File: config.mk
export PLATFORM = sky130hd
export DESIGN_NAME = memory_arbiter
export DESIGN_NICKNAME = d
export VERILOG_FILES = /design/src/rtl/memory_arbiter.sv
export SDC_FILE = /design/constraint.sdc
export NUM_CORES = 1
export LEC_CHECK = 0
export ABC_AREA = 0
export CELL_PAD_IN_SITES_DETAIL_PLACEMENT = 2
export CELL_PAD_IN_SITES_GLOBAL_PLACEMENT = 2
export CORE_MARGIN = 2
export CORE_UTILIZATION = 26
export DETAILED_ROUTE_END_ITERATION = 12
export HOLD_SLACK_MARGIN = 0.02
export PLACE_DENSITY_LB_ADDON = 0.1
export SYNTH_ARGS = -nofsm -noshare
export SYNTH_HDL_FRONTEND = slang
export SYNTH_SLANG_ARGS = --single-unit
File: constraint.sdc
create_clock -name clk -period 8.5 [get_ports clk]
set_clock_uncertainty 0.15 [all_clocks]
set_input_delay 0.85 -clock clk [delete_from_list [all_inputs] [get_ports clk]]
set_output_delay 0.85 -clock clk [all_outputs]
set_load 0.05 [all_outputs]
File: src/rtl/memory_arbiter.sv
// Two-port (instruction fetch / load-store) arbiter onto one shared memory bus with an access timeout.
// Define ROUND_ROBIN_EN to alternate grants on simultaneous requests; otherwise the data port always wins.
module memory_arbiter #(
    parameter int ADDRESS_WIDTH  = 32,
    parameter int DATA_WIDTH     = 32,
    parameter int TIMEOUT_CYCLES = 255
) (
    input  logic                     clk,
    input  logic                     reset,
    input  logic                     i_req,
    input  logic [ADDRESS_WIDTH-1:0] i_address,
    output logic [DATA_WIDTH-1:0]    i_data,
    output logic                     i_ack,
    output logic                     i_err,
    input  logic                     d_req,
    input  logic                     d_we,
    input  logic [ADDRESS_WIDTH-1:0] d_address,
    input  logic [DATA_WIDTH-1:0]    d_write_data,
    output logic [DATA_WIDTH-1:0]    d_read_data,
    output logic                     d_ack,
    output logic                     d_err,
    output logic                     mem_req,
    output logic                     mem_we,
    output logic [ADDRESS_WIDTH-1:0] mem_address,
    output logic [DATA_WIDTH-1:0]    mem_write_data,
    input  logic [DATA_WIDTH-1:0]    mem_read_data,
    input  logic                     mem_ack
);

    typedef enum logic [1:0] {IDLE, ACCESS, RESPOND} state_t;

    localparam logic [15:0] TIMEOUT_LIMIT = 16'(TIMEOUT_CYCLES);

    state_t                   state_q, state_d;
    logic [15:0]              count_q, count_d;
    logic                     grant_data_q, grant_data_d;
    logic                     mem_req_q, mem_req_d;
    logic                     mem_we_q, mem_we_d;
    logic [ADDRESS_WIDTH-1:0] mem_address_q, mem_address_d;
    logic [DATA_WIDTH-1:0]    mem_write_data_q, mem_write_data_d;
    logic [DATA_WIDTH-1:0]    i_data_q, i_data_d;
    logic [DATA_WIDTH-1:0]    d_read_data_q, d_read_data_d;
    logic                     i_ack_q, i_ack_d, i_err_q, i_err_d;
    logic                     d_ack_q, d_ack_d, d_err_q, d_err_d;
    logic                     pick_data;
    logic [15:0]              count_next;

`ifdef ROUND_ROBIN_EN
    logic last_grant_data_q, last_grant_data_d;

    always_comb begin
        if (i_req && d_req) pick_data = !last_grant_data_q;
        else                pick_data = d_req;
    end
`else
    assign pick_data = d_req;
`endif

    assign count_next = count_q + 16'd1;

    always_comb begin
        // NOTE: every signal gets its default first so no path through the case infers a latch.
        state_d          = state_q;
        count_d          = count_q;
        grant_data_d     = grant_data_q;
        mem_req_d        = mem_req_q;
        mem_we_d         = mem_we_q;
        mem_address_d    = mem_address_q;
        mem_write_data_d = mem_write_data_q;
        i_data_d         = i_data_q;
        d_read_data_d    = d_read_data_q;
        i_ack_d          = 1'b0;
        i_err_d          = 1'b0;
        d_ack_d          = 1'b0;
        d_err_d          = 1'b0;
`ifdef ROUND_ROBIN_EN
        last_grant_data_d = last_grant_data_q;
`endif
        case (state_q)
            IDLE: begin
                if (i_req || d_req) begin
                    state_d          = ACCESS;
                    count_d          = 16'd0;
                    grant_data_d     = pick_data;
                    mem_req_d        = 1'b1;
                    mem_we_d         = pick_data ? d_we : 1'b0;
                    mem_address_d    = pick_data ? d_address : i_address;
                    mem_write_data_d = pick_data ? d_write_data : '0;
`ifdef ROUND_ROBIN_EN
                    last_grant_data_d = pick_data;
`endif
                end
            end
            ACCESS: begin
                // A mem_ack in the timeout cycle takes precedence over the error.
                if (mem_ack) begin
                    state_d   = RESPOND;
                    mem_req_d = 1'b0;
                    if (grant_data_q) begin
                        d_ack_d = 1'b1;
                        if (!mem_we_q) d_read_data_d = mem_read_data;
                    end else begin
                        i_ack_d  = 1'b1;
                        i_data_d = mem_read_data;
                    end
                end else begin
                    count_d = count_next;
                    if (count_next == TIMEOUT_LIMIT) begin
                        state_d   = RESPOND;
                        mem_req_d = 1'b0;
                        if (grant_data_q) begin
                            d_ack_d       = 1'b1;
                            d_err_d       = 1'b1;
                            d_read_data_d = '0;
                        end else begin
                            i_ack_d  = 1'b1;
                            i_err_d  = 1'b1;
                            i_data_d = '0;
                        end
                    end
                end
            end
            RESPOND: state_d = IDLE;
            default: state_d = IDLE;
        endcase
    end

    // NOTE: sequential state uses non-blocking assignments so every flop samples pre-edge values.
    always_ff @(posedge clk) begin
        if (reset) begin
            state_q          <= IDLE;
            count_q          <= 16'd0;
            grant_data_q     <= 1'b0;
            mem_req_q        <= 1'b0;
            mem_we_q         <= 1'b0;
            mem_address_q    <= '0;
            mem_write_data_q <= '0;
            i_data_q         <= '0;
            d_read_data_q    <= '0;
            i_ack_q          <= 1'b0;
            i_err_q          <= 1'b0;
            d_ack_q          <= 1'b0;
            d_err_q          <= 1'b0;
`ifdef ROUND_ROBIN_EN
            last_grant_data_q <= 1'b1;
`endif
        end else begin
            state_q          <= state_d;
            count_q          <= count_d;
            grant_data_q     <= grant_data_d;
            mem_req_q        <= mem_req_d;
            mem_we_q         <= mem_we_d;
            mem_address_q    <= mem_address_d;
            mem_write_data_q <= mem_write_data_d;
            i_data_q         <= i_data_d;
            d_read_data_q    <= d_read_data_d;
            i_ack_q          <= i_ack_d;
            i_err_q          <= i_err_d;
            d_ack_q          <= d_ack_d;
            d_err_q          <= d_err_d;
`ifdef ROUND_ROBIN_EN
            last_grant_data_q <= last_grant_data_d;
`endif
        end
    end

    assign i_data         = i_data_q;
    assign i_ack          = i_ack_q;
    assign i_err          = i_err_q;
    assign d_read_data    = d_read_data_q;
    assign d_ack          = d_ack_q;
    assign d_err          = d_err_q;
    assign mem_req        = mem_req_q;
    assign mem_we         = mem_we_q;
    assign mem_address    = mem_address_q;
    assign mem_write_data = mem_write_data_q;

endmodule

# Yosys cells after proc, flatten, opt, wreduce, memory -nomap -nowiden
# Cells that the tools add are included.
# op_classes
addsub	1
eq_ne	6
mux	29
n_bitwise	2
n_reduce_logical	12
# op_table
op	n
two-way mux 32 bit	11
two-way mux 16 bit	2
case mux 16 bit (2 select lines)	1
adder 16 x 1 -> 16 bit (second input constant)	1
equality test 16 x 8 -> 1 bit (second input constant)	1
two-way mux 1 bit	10
AND reduction 3 bit	3
two-way mux 2 bit	3
!= test 2 bit (second input constant)	3
case mux 2 bit (2 select lines)	1
AND reduction 2 bit	2
AND reduction 4 bit	1
nonzero test 2 bit	2
!= test 3 bit (second input constant)	1
OR reduction 3 bit	1
equality test 2 x 1 -> 1 bit (second input constant)	1
zero test 2 bit	1
inverter 1 bit	2
case mux 1 bit (2 select lines)	1
OR reduction 2 bit	1
logical OR 1 bit	1
# totals
regBits	153
inputBits	134
output_inout_bits	134
elab_cells	63

# Logic depth before layout (Yosys ltp)
# logic_depth
word_depth	5
mapped_depth	10
ltp_nobuf	7

# Least setup slack after synthesis
# No wires, ideal clock.
# synth_timing
path_type	register to register
startpoint	register count_q[8]
endpoint	register d_read_data_q[30] (netlist: d_read_data[30])
setup_time_ns	0.131
arrival_ns	2.413
t_required_ns	8.219
setup_slack_ns	5.806
stages_incl_launch_ff	10
n_path_buf	3
synth_period_minus_slack_ns	2.694
path_cell_list	dfxtp_1 clkbuf_1 nand3_1 nor4_2 mux2_2 o21a_1 and4bb_2 clkbuf_1 buf_2 o22ai_1
# synth_via
elab_chain_cells	4
# synth_rtl
item	line_no	text
from (decl)	35	logic [15:0] count_q, count_d;
from (signal assigned)	149	count_q <= count_d;
adder 16 x 1 -> 16 bit	59	assign count_next = count_q + 16'd1;
equality test 16 x 8 -> 1 bit	108	if (count_next == TIMEOUT_LIMIT) begin
nonzero test 2 bit (no line)	--	
AND reduction 4 bit (no line)	--	
to (signal assigned)	156	d_read_data_q <= d_read_data_d;
to (decl)	42	logic [DATA_WIDTH-1:0] d_read_data_q, d_read_data_d;
# Every way passes these cells.
# A chain may end at the register's enable or synchronous reset.

# Final worst setup path
# layout_timing
startpoint	register count_q[0]
endpoint	register i_data_q[0] (netlist: i_data[0])
# layout_via
elab_chain_cells	4
# layout_rtl
item	line_no	text
adder 16 x 1 -> 16 bit	59	
equality test 16 x 8 -> 1 bit	108	
nonzero test 2 bit (no line)	--	
AND reduction 3 bit (no line)	--	
to (signal assigned)	155	i_data_q <= i_data_d;
to (decl)	41	logic [DATA_WIDTH-1:0] i_data_q, i_data_d;
# Every way passes these cells.

==> flow_summary.ini <==
[floorplan]
core_area_sq_um = 25000
die-height_um = 163
die_w_um = 163
io_pins = 268
initial_utilization = 0.264
dieArea_sq_um = 26700
num_rows = 58

[clock_tree]
htree_levels = 4
clock-root-buffer = clkbuf_16
cts-resized-gates = 0
hold_buffers = 0
numCtsBuffers = 17
insertion_delay_ns = 0.42
cts_max_path_buffers = 2
cts.sinks = 153
cts.clk_slew.worst_paths_ns = 0.07
cts_setup_buffers = 0
cts_tree = yes

[placed_design]
dp_hpwl_um = 16600
place_ws_ns = 4.75
gp_congestion = 0.725
portBuffers = 267
dpl.cell_count = 1292
place_area_sq_um = 9490

[logic_synthesis]
ys_seq_elements = 153
yosys-top-cells-area = dfxtp_1 (46%), a22oi_1 (7.5%), nor2_1 (5.2%)
synth_top_area_cell = dfxtp_1
netlist.area_leader.share = 0.464
synth_cell_types = 48
synth-main-ff-cell = dfxtp_1
ys_seq_area_frac = 0.464
syn_area_sq_um = 6600
synthCells = 753
yosysWarnings = 0
synth_edf_count = 0
syn-num-nets = 889
async_reset_ff_frac = 0
syn_area_per_cell_sq_um = 8.76

[timing]
relSlewSlack = 0.280
fmax_mhz = 297
rsz0062_at_grt = false
hold_viol = 0
setup-tns-final_ns = 0
report.final.slew_viol_count = 0
setup_violations = 0
fin_ws_ns = 5.13
worst_slew_pin_slew_ns = 1.08
min_period_over_period = 0.397
period_needed_ns = 3.37

[setup_path]
cp_max_fo = 32
startpoint_type = flip-flop
worstPathArrival_ns = 3.51
startpoint = count_q[0]
crit-reg2reg-launch = count_q[0]
endpoint_kind = flip-flop
critical_path_class = flip-flop to flip-flop
required_ns = 8.64

[global_route]
grt_overflow_total = 0
grt_max_degree = 71
antenna_found_initial = 0
grt_usage = 0.182
grt_pass1_wl_um = 38500
first_global_vias = 6958

[route]
first_pass_iters = 4
avgRoutedWirePerCell_um = 18.4
vias_per_cell = 5.01
ant_nets = 0
drtIter0Drc = 284
wl_um = 24400
vias = 6624
drc = 0

[layout]
area_growth_pct = 53.0
design_area_sq_um = 10100
stdcell_count = 1323
nNetsFinal = 1117
fill_cells = 2753
multiInputGateArea_sq_um = 3130
seq_area_sq_um = 3060
num_antenna_cells = 0
drive_gt1_frac = 0.0866

[power_and_ir_drop]
max-vdd-ir-drop_mv = 0.0852
fin_total_pwr_w = 0.00211
cellPowerDensity_nw_per_um2 = 209
p_leak_nw = 3.70

[hold_path]
hold_start = i_data[13]
holdCritPathClass = flip-flop to flip-flop

[flow_run]
drv_cap = 0

[run_status]
outcome = finished clean
## sequential cells by signal (all words and copies together) (netlist names)
| name | flops |
|---|---|
| grant_data_q | 1 |
| i_err | 1 |
| state_q | 2 |
| i_ack | 1 |
| mem_address | 32 |
| i_data | 32 |
| d_read_data | 32 |
| d_err | 1 |
| count_q | 16 |
| mem_we | 1 |
| d_ack | 1 |
| mem_write_data | 32 |
| mem_req | 1 |
## per-layer routing
layer	GRT usage	vias to the layer above	wire length, um
met5	0	-	0
met4	0.0535	0	298
met3	0.0587	20	2010
met2	0.283	205	10800
met1	0.241	3211	11300
li1	-	3188	-
## through the flow
step	util	hold WS (ns)
6_report	0.403	0.331
5_1_grt	0.403	0.351
4_1_cts	0.403	0.335
3_5_place_dp	0.379	0.324
3_3_place_gp	0.379	0.317
2_1_floorplan	-	0.321
## area by class of cell
cell class | instances | share of cell area
inverter | 36 | 0.0134
sequential | 153 | 0.303
multi-input combinational | 494 | 0.310
clock inverter | 11 | 0.0135
clock buffer | 20 | 0.0462
timing repair buffer | 279 | 0.273
tap | 330 | 0.0409
## placed cells by master, fill, tap and decap left out, drive strengths merged, types with 3 or more instances in the layout
master         instances
clkdlybuf4s50        265
dfxtp                153
nor2                  92
a22oi                 66
a21oi                 49
o21ai                 44
nand3                 40
inv                   39
a211oi                35
and3                  34
o22ai                 33
mux2i                 32
clkbuf                20
nand2                 14
buf                   14
nor3                   6
nor4                   6
nand4                  5
o21a                   4
clkinv                 4
xnor2                  3
or3                    3
a311oi                 3
## synthesized netlist by cell type (2+ instances only)
library cell  count
nor3b_1           2
xnor2_1           3
and4_1            2
or3_1             3
nor4_1            5
nand4_1           5
nand2b_1          2
a311oi_1          3
o21ai_0          13
buf_1             2
nor3_1            6
o22ai_1          33
and3_1           34
nor2_1           92
a22oi_1          66
nand2_1          14
clkbuf_1         64
dfxtp_1         153
o21ai_2          30
nand3_1          40
mux2i_1          32
a211oi_1         34
buf_6             3
ha_1              2
a31oi_1           2
o21a_1            4
a21oi_1          49
inv_1            34
xor2_1            2
## cell families after synthesis
family | count (synthesis) | synth area share
AOI/OAI and AO/OA | 240 | 0.253
xor gates and xnor gates | 5 | 0.00664
adders and majority gates | 2 | 0.00379
buffers and inverters | 106 | 0.0639
DFF | 153 | 0.464
muxes | 33 | 0.0502
and+or+nand+nor | 214 | 0.158
## report_power, final
group	leakage [nW]	switching, W	internal, W
clock	0.290	0.000322	0.000460
sequential	1.25	0.0000335	0.000770
combinational	2.16	0.000334	0.000193
total	3.70	0.000690	0.00142
## worst max-delay path: stages (launching register included)
cell	delay (ns)
dfxtp_1	0.43
ha_1	0.27
nand3_1	0.35
or3_1	0.45
a211oi_2	0.29
or3b_1	0.42
o311ai_4	0.22
buf_4	0.50
o21ai_0	0.14
## worst paths after layout
path | end | slack (ns) | depth (start not counted)
min | i_data[13] | 0.33 | 2
min reg2reg | i_data[13] | 0.33 | 2
max | i_data[0] | 5.13 | 8
max reg2reg | i_data[0] | 5.13 | 8
(Power assumes the default switching activity.)
